[src/rtl/chain_seq_ctrl.sv]
// Run sequencer for the PRBS -> tx filter -> noise -> ch filter -> AA filter chain.
// Latency: all outputs registered; each output reflects the FSM state of the same cycle.
// Backpressure: none; i_stop aborts at any busy cycle, i_start is honoured only in IDLE.
//
// Ports:
//   clk, i_reset (async, active-high)
//   i_start / i_stop            host run control (start pulse, stop level)
//   i_phase_sel / i_n_symbols   run configuration, latched on an accepted start
//   o_soft_rst                  sync reset to the datapath (IDLE, FLUSH, DONE)
//   o_en_sym                    baud strobe, one per OVERSAMP clocks in WARMUP/RUN
//   o_samp_valid                decimated-phase strobe during RUN
//   o_busy / o_done             run in progress / one-clock completion pulse
//   o_sym_count                 symbols captured in the current or last run
// Build option: define CHAIN_SEQ_AUTORESTART_EN to make DONE re-enter FLUSH with the
// same N and phase (i_stop high in DONE returns to IDLE instead).
module chain_seq_ctrl #(
    parameter int OVERSAMP  = 4,
    parameter int NB_NSYM   = 24,
    parameter int FLUSH_CYC = 8,
    parameter int PIPE_LAT  = 40,
    parameter int NB_PHASE  = 2
) (
    input  logic                clk,
    input  logic                i_reset,
    input  logic                i_start,
    input  logic                i_stop,
    input  logic [NB_PHASE-1:0] i_phase_sel,
    input  logic [NB_NSYM-1:0]  i_n_symbols,
    output logic                o_soft_rst,
    output logic                o_en_sym,
    output logic                o_samp_valid,
    output logic                o_busy,
    output logic                o_done,
    output logic [NB_NSYM-1:0]  o_sym_count
);

    localparam int TMAX = (PIPE_LAT > FLUSH_CYC) ? PIPE_LAT : FLUSH_CYC;
    localparam int TW   = $clog2(TMAX) + 1;
    localparam logic [TW-1:0]       FLUSH_LAST = TW'(FLUSH_CYC - 1);
    localparam logic [TW-1:0]       WARM_LAST  = TW'(PIPE_LAT - 1);
    localparam logic [NB_PHASE-1:0] CNT_LAST   = NB_PHASE'(OVERSAMP - 1);

    typedef enum logic [2:0] {S_IDLE, S_FLUSH, S_WARMUP, S_RUN, S_DONE} state_t;

    state_t              state_q, state_d;
    logic [TW-1:0]       tmr_q, tmr_d;
    logic [NB_PHASE-1:0] cnt_q, cnt_d;
    logic [NB_PHASE-1:0] phase_q, phase_d;
    logic [NB_NSYM-1:0]  n_q, n_d;
    logic [NB_NSYM-1:0]  sym_count_q, sym_count_d;
    logic                soft_rst_q, soft_rst_d;
    logic                en_sym_q, en_sym_d;
    logic                samp_vld_q, samp_vld_d;
    logic                busy_q, busy_d;
    logic                done_q, done_d;

    // State register (and every other flop)
    always_ff @(posedge clk or posedge i_reset) begin
        if (i_reset) begin
            state_q     <= S_IDLE;
            tmr_q       <= '0;
            cnt_q       <= '0;
            phase_q     <= '0;
            n_q         <= '0;
            sym_count_q <= '0;
            soft_rst_q  <= 1'b1;
            en_sym_q    <= 1'b0;
            samp_vld_q  <= 1'b0;
            busy_q      <= 1'b0;
            done_q      <= 1'b0;
        end else begin
            state_q     <= state_d;
            tmr_q       <= tmr_d;
            cnt_q       <= cnt_d;
            phase_q     <= phase_d;
            n_q         <= n_d;
            sym_count_q <= sym_count_d;
            soft_rst_q  <= soft_rst_d;
            en_sym_q    <= en_sym_d;
            samp_vld_q  <= samp_vld_d;
            busy_q      <= busy_d;
            done_q      <= done_d;
        end
    end

    // Next-state logic
    always_comb begin
        state_d = state_q;
        case (state_q)
            S_IDLE: begin
                if (i_start && !i_stop) state_d = S_FLUSH;
            end
            S_FLUSH: begin
                if (i_stop)                   state_d = S_IDLE;
                else if (tmr_q == FLUSH_LAST) state_d = S_WARMUP;
            end
            S_WARMUP: begin
                if (i_stop)                  state_d = S_IDLE;
                else if (tmr_q == WARM_LAST) state_d = S_RUN;
            end
            S_RUN: begin
                // sym_count_q already includes the strobe currently on o_samp_valid
                if (i_stop)
                    state_d = S_IDLE;
                else if (samp_vld_q && (n_q != '0) && (sym_count_q == n_q))
                    state_d = S_DONE;
            end
            S_DONE: begin
`ifdef CHAIN_SEQ_AUTORESTART_EN
                state_d = i_stop ? S_IDLE : S_FLUSH;
`else
                state_d = S_IDLE;
`endif
            end
            default: state_d = S_IDLE;
        endcase
    end

    // Datapath and registered-output next values, all aligned to state_d
    always_comb begin
        tmr_d       = tmr_q;
        cnt_d       = '0;
        phase_d     = phase_q;
        n_d         = n_q;
        sym_count_d = sym_count_q;

        // Phase timer restarts on every state change, counts only while it matters
        if (state_d != state_q)
            tmr_d = '0;
        else if (state_q == S_FLUSH || state_q == S_WARMUP)
            tmr_d = tmr_q + 1'b1;

        // Baud counter holds at 0 outside WARMUP/RUN so WARMUP opens on a strobe,
        // and runs uninterrupted across the WARMUP -> RUN boundary
        if (state_q == S_WARMUP || state_q == S_RUN)
            cnt_d = (cnt_q == CNT_LAST) ? '0 : cnt_q + 1'b1;

        if (state_q == S_IDLE && state_d == S_FLUSH) begin
            phase_d = i_phase_sel;
            n_d     = i_n_symbols;
        end

        soft_rst_d = (state_d == S_IDLE) || (state_d == S_FLUSH) || (state_d == S_DONE);
        busy_d     = (state_d == S_FLUSH) || (state_d == S_WARMUP) || (state_d == S_RUN);
        done_d     = (state_d == S_DONE);
        en_sym_d   = ((state_d == S_WARMUP) || (state_d == S_RUN)) && (cnt_d == '0);
        samp_vld_d = (state_d == S_RUN) && (cnt_d == phase_q);

        if (state_d == S_FLUSH && state_q != S_FLUSH)
            sym_count_d = '0;
        else if (samp_vld_d && (sym_count_q != '1))
            sym_count_d = sym_count_q + 1'b1;
    end

    assign o_soft_rst   = soft_rst_q;
    assign o_en_sym     = en_sym_q;
    assign o_samp_valid = samp_vld_q;
    assign o_busy       = busy_q;
    assign o_done       = done_q;
    assign o_sym_count  = sym_count_q;

endmodule

[config.mk]
export PLATFORM = sky130hd
export DESIGN_NAME = chain_seq_ctrl
export DESIGN_NICKNAME = d
export VERILOG_FILES = /design/src/rtl/chain_seq_ctrl.sv
export SDC_FILE = /design/constraint.sdc
export NUM_CORES = 1
export LEC_CHECK = 0
export CORE_MARGIN = 2
export CORE_UTILIZATION = 30
export DETAILED_ROUTE_END_ITERATION = 10
export GPL_ROUTABILITY_DRIVEN = 0
export HOLD_SLACK_MARGIN = 0.1
export PLACE_DENSITY = 0.55
export SLEW_MARGIN = 20
export SYNTH_ARGS = -nofsm -noshare
export SYNTH_HDL_FRONTEND = slang
export SYNTH_SLANG_ARGS = --single-unit
[constraint.sdc]
create_clock -name clk -period 3.4 [get_ports clk]
set_input_delay 0.85 -clock clk [delete_from_list [all_inputs] [get_ports clk]]
set_output_delay 0.85 -clock clk [all_outputs]
set_load 0.02 [all_outputs]
# After elaboration in Yosys (flattened, before gate mapping)
# Cells that the tools add are included.
[totals]
reg_bits = 67
[op_classes]
addsub = 3
n_eq_ne = 15
mux = 14
reduce_logical = 22
[op_table]
columns = ["op", "n"]
rows = [
  ["two-way mux 24 bit", 2],
  ["adder 24 x 1 -> 24 bit, second input constant", 1],
  ["equality test 24 bit", 1],
  ["inequality test 24 bit, second input constant", 1],
  ["nonzero test 24 bit", 1],
  ["two-way mux 3 bit", 7],
  ["two-way mux 7 bit", 2],
  ["equality test 3 x 2 -> 1 bit, second input constant", 4],
  ["case mux 3 bit (4 select lines)", 1],
  ["logical AND 1 bit", 8],
  ["adder 7 x 1 -> 7 bit, second input constant", 1],
  ["equality test 7 x 3 -> 1 bit, second input constant", 1],
  ["equality test 7 x 6 -> 1 bit, second input constant", 1],
  ["logical OR 1 bit", 7],
  ["equality test 3 x 1 -> 1 bit, second input constant", 2],
  ["logical NOT 3 bit", 2],
  ["two-way mux 2 bit", 2],
  ["nonzero test 2 bit", 2],
  ["equality test 3 bit, second input constant", 1],
  ["inequality test 3 x 1 -> 1 bit, second input constant", 1],
  ["inequality test 3 bit", 1],
  ["adder 2 x 1 -> 2 bit, second input constant", 1],
  ["equality test 2 bit", 1],
  ["equality test 2 bit, second input constant", 1],
  ["2 further kinds", 2],
]

# Longest topological paths before layout
[logic_depth]
word_depth = 11
mapped_depth = 9

# Worst setup path before layout
# No wires, ideal clock.
[synth_timing]
kind = "input to register"
from = "input port i_stop"
to = "register sym_count_q[18] (netlist: o_sym_count[18])"
setup_ns = 0.066
arrival_time_ns = 2.687
t_required_ns = 3.334
path_slack_ns = 0.647
cell_stages = 6
path_buffers = 0
cell_sequence = "or3_1 -> nor4_4 -> o211ai_2 -> or4_1 -> or4_1 -> nand2_1"
[synth_between]
elab_chain_len = 8
[synth_lines]
columns = ["item", "line_no", "source"]
rows = [
  ["from (decl)", "26", "input logic i_stop,"],
  ["logical NOT 1 bit", "91", "if (i_start && !i_stop) state_d = S_FLUSH;"],
  ["logical AND 1 bit", "91", ""],
  ["two-way mux 3 bit", "91", ""],
  ["case mux 3 bit (4 select lines) *", "89", "case (state_q)"],
  ["equality test 3 x 2 -> 1 bit", "147", "samp_vld_d = (state_d == S_RUN) && (cnt_d == phase_q);"],
  ["logical AND 1 bit", "147", ""],
  ["logical AND 1 bit", "151", "else if (samp_vld_d && (sym_count_q != '1))"],
  ["nonzero test 2 bit (no line)", "-", ""],
  ["to (signal assigned)", "77", "sym_count_q <= sym_count_d;"],
  ["to (decl)", "50", "logic [NB_NSYM-1:0] sym_count_q, sym_count_d;"],
]
# Mark *: on every way between the ends. The rest lies on a longest branch, timed or not.
# A chain may end at the register's enable or synchronous reset.

# Worst setup path after layout
[layout_timing]
from = "input port i_stop"
to = "register sym_count_q[15] (netlist: o_sym_count[15])"
# Same word-level chain as after synthesis.

==> impl_summary.txt <==
----------------------------------------------------
[Worst setup path]
  Category of the worst setup path launch point ... input pin
  Worst Setup End Kind ... flip-flop
  Worst-case register-to-register setup slack ... 0.66 ns
  Arr. time, crit path ... 3.23 ns
  Critical path class ... input pin to flip-flop
  Critical-path maximum fanout ... 8
  Launch instance of the worst register-to-register path ... cnt_q[0]$_DFF_PP0_
  Reg-to-reg critical path endpoint ... o_sym_count[7]$_DFFE_PP0P_
  WP data required ... 3.66 ns
  Number of cells traversed by the worst register-to-register path ... 8

[Global routing]
  Maximum number of pins on one net before global-route repair ... 68
  Total GRT Usage ... 0.163
  Overflow left after global routing ... 0
  Number of antenna violations at the first check in global routing ... 0
  Wire length of the first global-routing pass ... 16100 um
  Number of global-route vias before repair ... 3102

[Die]
  Initial cell density of the core ... 0.308
  Floorplan die height ... 113 um
  Standard-cell rows ... 39
  Number of ports placed on the die boundary ... 59
  Die footprint ... 12700 um^2
  Core Area ... 11500 um^2
  Floorplan die width ... 113 um

[Finish]
  Fill count ... 1162
  Fraction of final layout cells sized beyond drive strength 1 ... 0.0706
  Most frequent cells in the layout ... sky130_fd_sc_hd__nand2_1 (95), sky130_fd_sc_hd__dfrtp_1 (66), sky130_fd_sc_hd__clkdlybuf4s50_1 (58)
  Total number of nets in the final design ... 481
  Most frequent standard cell in the layout excluding fill and tap cells ... sky130_fd_sc_hd__nand2_1
  Antenna diode count ... 0
  Area growth from synthesis to layout ... 30.8%

[Place]
  HPWL after DPL ... 7110 um
  Pre-CTS setup slack ... 0.103 ns
  Number of buffers added on ports ... 58

[Detailed routing]
  Initial detailed-routing violation count ... 175
  Final antenna-violating net count ... 0
  Routed length per instance ... 16.5 um
  Wire length after detailed routing ... 9860 um
  Mean number of vias per cell ... 5.22
  Number of detailed-routing iterations run before antenna repair ... 4
  Vias ... 3114
  Drt drc ... 0

[Synth]
  Sequential-to-total area share from yosys stat ... 0.475
  Number of distinct standard cells referenced by the synthesized netlist ... 40
  Proportion of synthesized flip-flops having asynchronous set or reset ... 1.00
  Yosys reg bits ... 67
  Average cell area after synthesis ... 9.15 um^2
  Count of flip-flops with a built-in enable after synthesis ... 0
  Primary FF master, synth ... sky130_fd_sc_hd__dfrtp_1
  Syn_nets ... 419
  Post-synthesis instance area ... 3530 um^2
  Number of standard cells after synthesis ... 386
  YS warnings ... 0

[CTS]
  Number of buffers inserted for hold repair after clock tree synthesis ... 0
  H-Tree Level Count ... 3
  Clk Latency, worst-skew pair ... 0.33 ns
  Clock Sinks ... 67
  Number of buffers inserted during clock tree synthesis ... 9
  Number of buffers added for setup after CTS ... 0
  Clock tree from TritonCTS ... done
  Maximum buffer depth of the clock tree ... 2
  Clock Root Buffer ... sky130_fd_sc_hd__clkbuf_16
  Clock-pin slew reported for the worst setup and hold paths after clock tree synthesis ... 0.06 ns
  Count of cells resized by post-cts repair ... 0

[Timing]
  Total Negative Setup Slacks ... 0 ns
  Share of the cycle needed by the critical path after routing ... 0.874
  Final setup violation count ... 0
  Period minus WS final ... 2.97 ns
  Max Transition Viols Final ... 0
  Unrepaired setup endpoints after global routing ... false
  Endpoints failing hold ... 0
  Final worst-path setup slack ... 0.427 ns
  Worst Clk Skew ... 0.00990 ns
  Remaining max-slew budget at the tightest pin ... 0.431
  Max Clk Rate ... 0.336 GHz
  Worst-Margin Slew ... 0.853 ns

[Power]
  Internal Dissipation ... 1.56 mW
  Power per unit of standard cell area ... 445 nW/um^2
  Peak ir drop on the vdd network ... 218 uV
  Portion of total power attributed to sequential cells ... 0.445
  Switching fraction of total power ... 0.239
  Overall power after layout ... 2.06 mW
  Proportion of power drawn by the clock network ... 0.452
  Power dissipated by switching net loads ... 492 uW
  Logic pwr share ... 0.102
  Leakage component of the power ... 2.03 nW

[Hold path]
  Hold EP ... phase_q[1]$_DFFE_PP0P_
  Class of the most critical hold timing path ... flip-flop to flip-flop
  Instance count along the most critical hold path ... 2
  Startpoint of the worst hold path ... phase_q[1]$_DFFE_PP0P_

[Status]
  Outcome ... complete, no violations

[Job]
  Maximum Capacitance Violations ... 0

----------------------------------------------------
-- worst max-delay path: stages --
cell                              delay [ns]
sky130_fd_sc_hd__clkdlybuf4s50_1        0.42
sky130_fd_sc_hd__or3_1                  0.36
sky130_fd_sc_hd__nor4_4                 0.31
sky130_fd_sc_hd__buf_4                  0.18
sky130_fd_sc_hd__o211a_1                0.19
sky130_fd_sc_hd__nand3_1                0.23
sky130_fd_sc_hd__or4_1                  0.54
sky130_fd_sc_hd__a21oi_1                0.15
-- cell usage after synthesis, types with 2 or more instances --
master / number / area, um^2
sky130_fd_sc_hd__nor2_1: 9 / 33.8
sky130_fd_sc_hd__and2_1: 2 / 12.5
sky130_fd_sc_hd__ha_1: 3 / 37.5
sky130_fd_sc_hd__o31ai_1: 10 / 75.1
sky130_fd_sc_hd__o211ai_1: 3 / 22.5
sky130_fd_sc_hd__dfrtp_1: 66 / 1650
sky130_fd_sc_hd__and4_1: 8 / 70.1
sky130_fd_sc_hd__inv_1: 3 / 11.3
sky130_fd_sc_hd__nand3_1: 13 / 65.1
sky130_fd_sc_hd__a21oi_1: 16 / 80.1
sky130_fd_sc_hd__nand2_1: 95 / 357
sky130_fd_sc_hd__or4_1: 13 / 97.6
sky130_fd_sc_hd__xnor2_1: 10 / 87.6
sky130_fd_sc_hd__or3_1: 12 / 75.1
sky130_fd_sc_hd__clkbuf_1: 14 / 52.6
sky130_fd_sc_hd__nor4b_1: 2 / 17.5
sky130_fd_sc_hd__mux2i_1: 5 / 50.1
sky130_fd_sc_hd__and3_1: 5 / 31.3
sky130_fd_sc_hd__nand4_1: 13 / 81.3
sky130_fd_sc_hd__o21ai_0: 9 / 45.0
sky130_fd_sc_hd__nand2b_1: 4 / 25.0
sky130_fd_sc_hd__nor4_1: 15 / 93.8
sky130_fd_sc_hd__buf_2: 5 / 25.0
sky130_fd_sc_hd__nor3_1: 13 / 65.1
sky130_fd_sc_hd__xor2_1: 23 / 201
-- metal layers --
layer / vias up / global-route usage / wire length (um)
met5: - / 0 / 0
met4: 0 / 0.0390 / 89
met3: 11 / 0.0405 / 603
met2: 104 / 0.254 / 4560
met1: 1481 / 0.228 / 4600
li1: 1518 / - / -
-- power groups by stage --
stage / clock network [mW] / registers [mW] / logic, mW
4_1_cts: 0.956 / 0.916 / 0.214
3_3_place_gp: 0 / 0.928 / 0.209
3_5_place_dp: 0 / 0.929 / 0.213
5_1_grt: 0.997 / 0.924 / 0.239
6_report: 0.931 / 0.916 / 0.210
2_1_floorplan: 0 / 0.913 / 0.137
-- area by class of cell --
class / count / area [um^2] / area share
Clock buffer: 14 / 264 / 0.0571
Clock inverter: 2 / 35.0 / 0.00758
Inverter: 3 / 11.3 / 0.00244
Multi-Input combinational cell: 297 / 1770 / 0.383
Sequential cell: 67 / 1680 / 0.363
Tap cell: 143 / 179 / 0.0387
Timing Repair Buffer: 70 / 683 / 0.148
-- kinds of logic (layout without fill, tap and decap cells) --
| logic type | after synthesis | in the layout | share of synthesized area |
|---|---|---|---|
| AND/OR/NAND/NOR | 208 | 208 | 0.304 |
| flip-flops | 67 | 67 | 0.475 |
| adder cells (fa/ha/maj) | 3 | 3 | 0.0106 |
| buffers and inverters | 22 | 89 | 0.0251 |
| multiplexers | 5 | 5 | 0.0142 |
| AO/OA/AOI/OAI | 48 | 48 | 0.0892 |
| XOR/XNOR | 33 | 33 | 0.0818 |
-- worst max path at each step --
stage,start,to,slack (ns)
after floorplan,i_stop,o_sym_count[18]$_DFFE_PP0P_,0.65
after global placement,i_stop,o_sym_count[7]$_DFFE_PP0P_,0.17
after detailed placement,i_stop,o_sym_count[15]$_DFFE_PP0P_,0.10
after CTS,i_stop,o_sym_count[15]$_DFFE_PP0P_,0.43
after global routing,i_stop,o_sym_count[15]$_DFFE_PP0P_,0.24
final,i_stop,o_sym_count[15]$_DFFE_PP0P_,0.43
-- flip-flops by register name, summed over array words and instances (netlist names) --
name,count
o_busy,1
phase_q,2
cnt_q,2
o_sym_count,24
o_samp_valid,1
o_done,1
tmr_q,7
o_en_sym,1
o_soft_rst,1
state_q,3
n_q,24
-- per-stage QoR --
step,hold slack [ns],std cells,utilization,area (um^2)
3_3_place_gp,0.467,580,0.377,4320
5_1_grt,0.517,596,0.403,4620
6_report,0.497,596,0.403,4620
3_5_place_dp,0.488,580,0.377,4320
4_1_cts,0.501,596,0.403,4620
2_1_floorplan,0.450,386,-,3530
(Power assumes the default switching activity.)
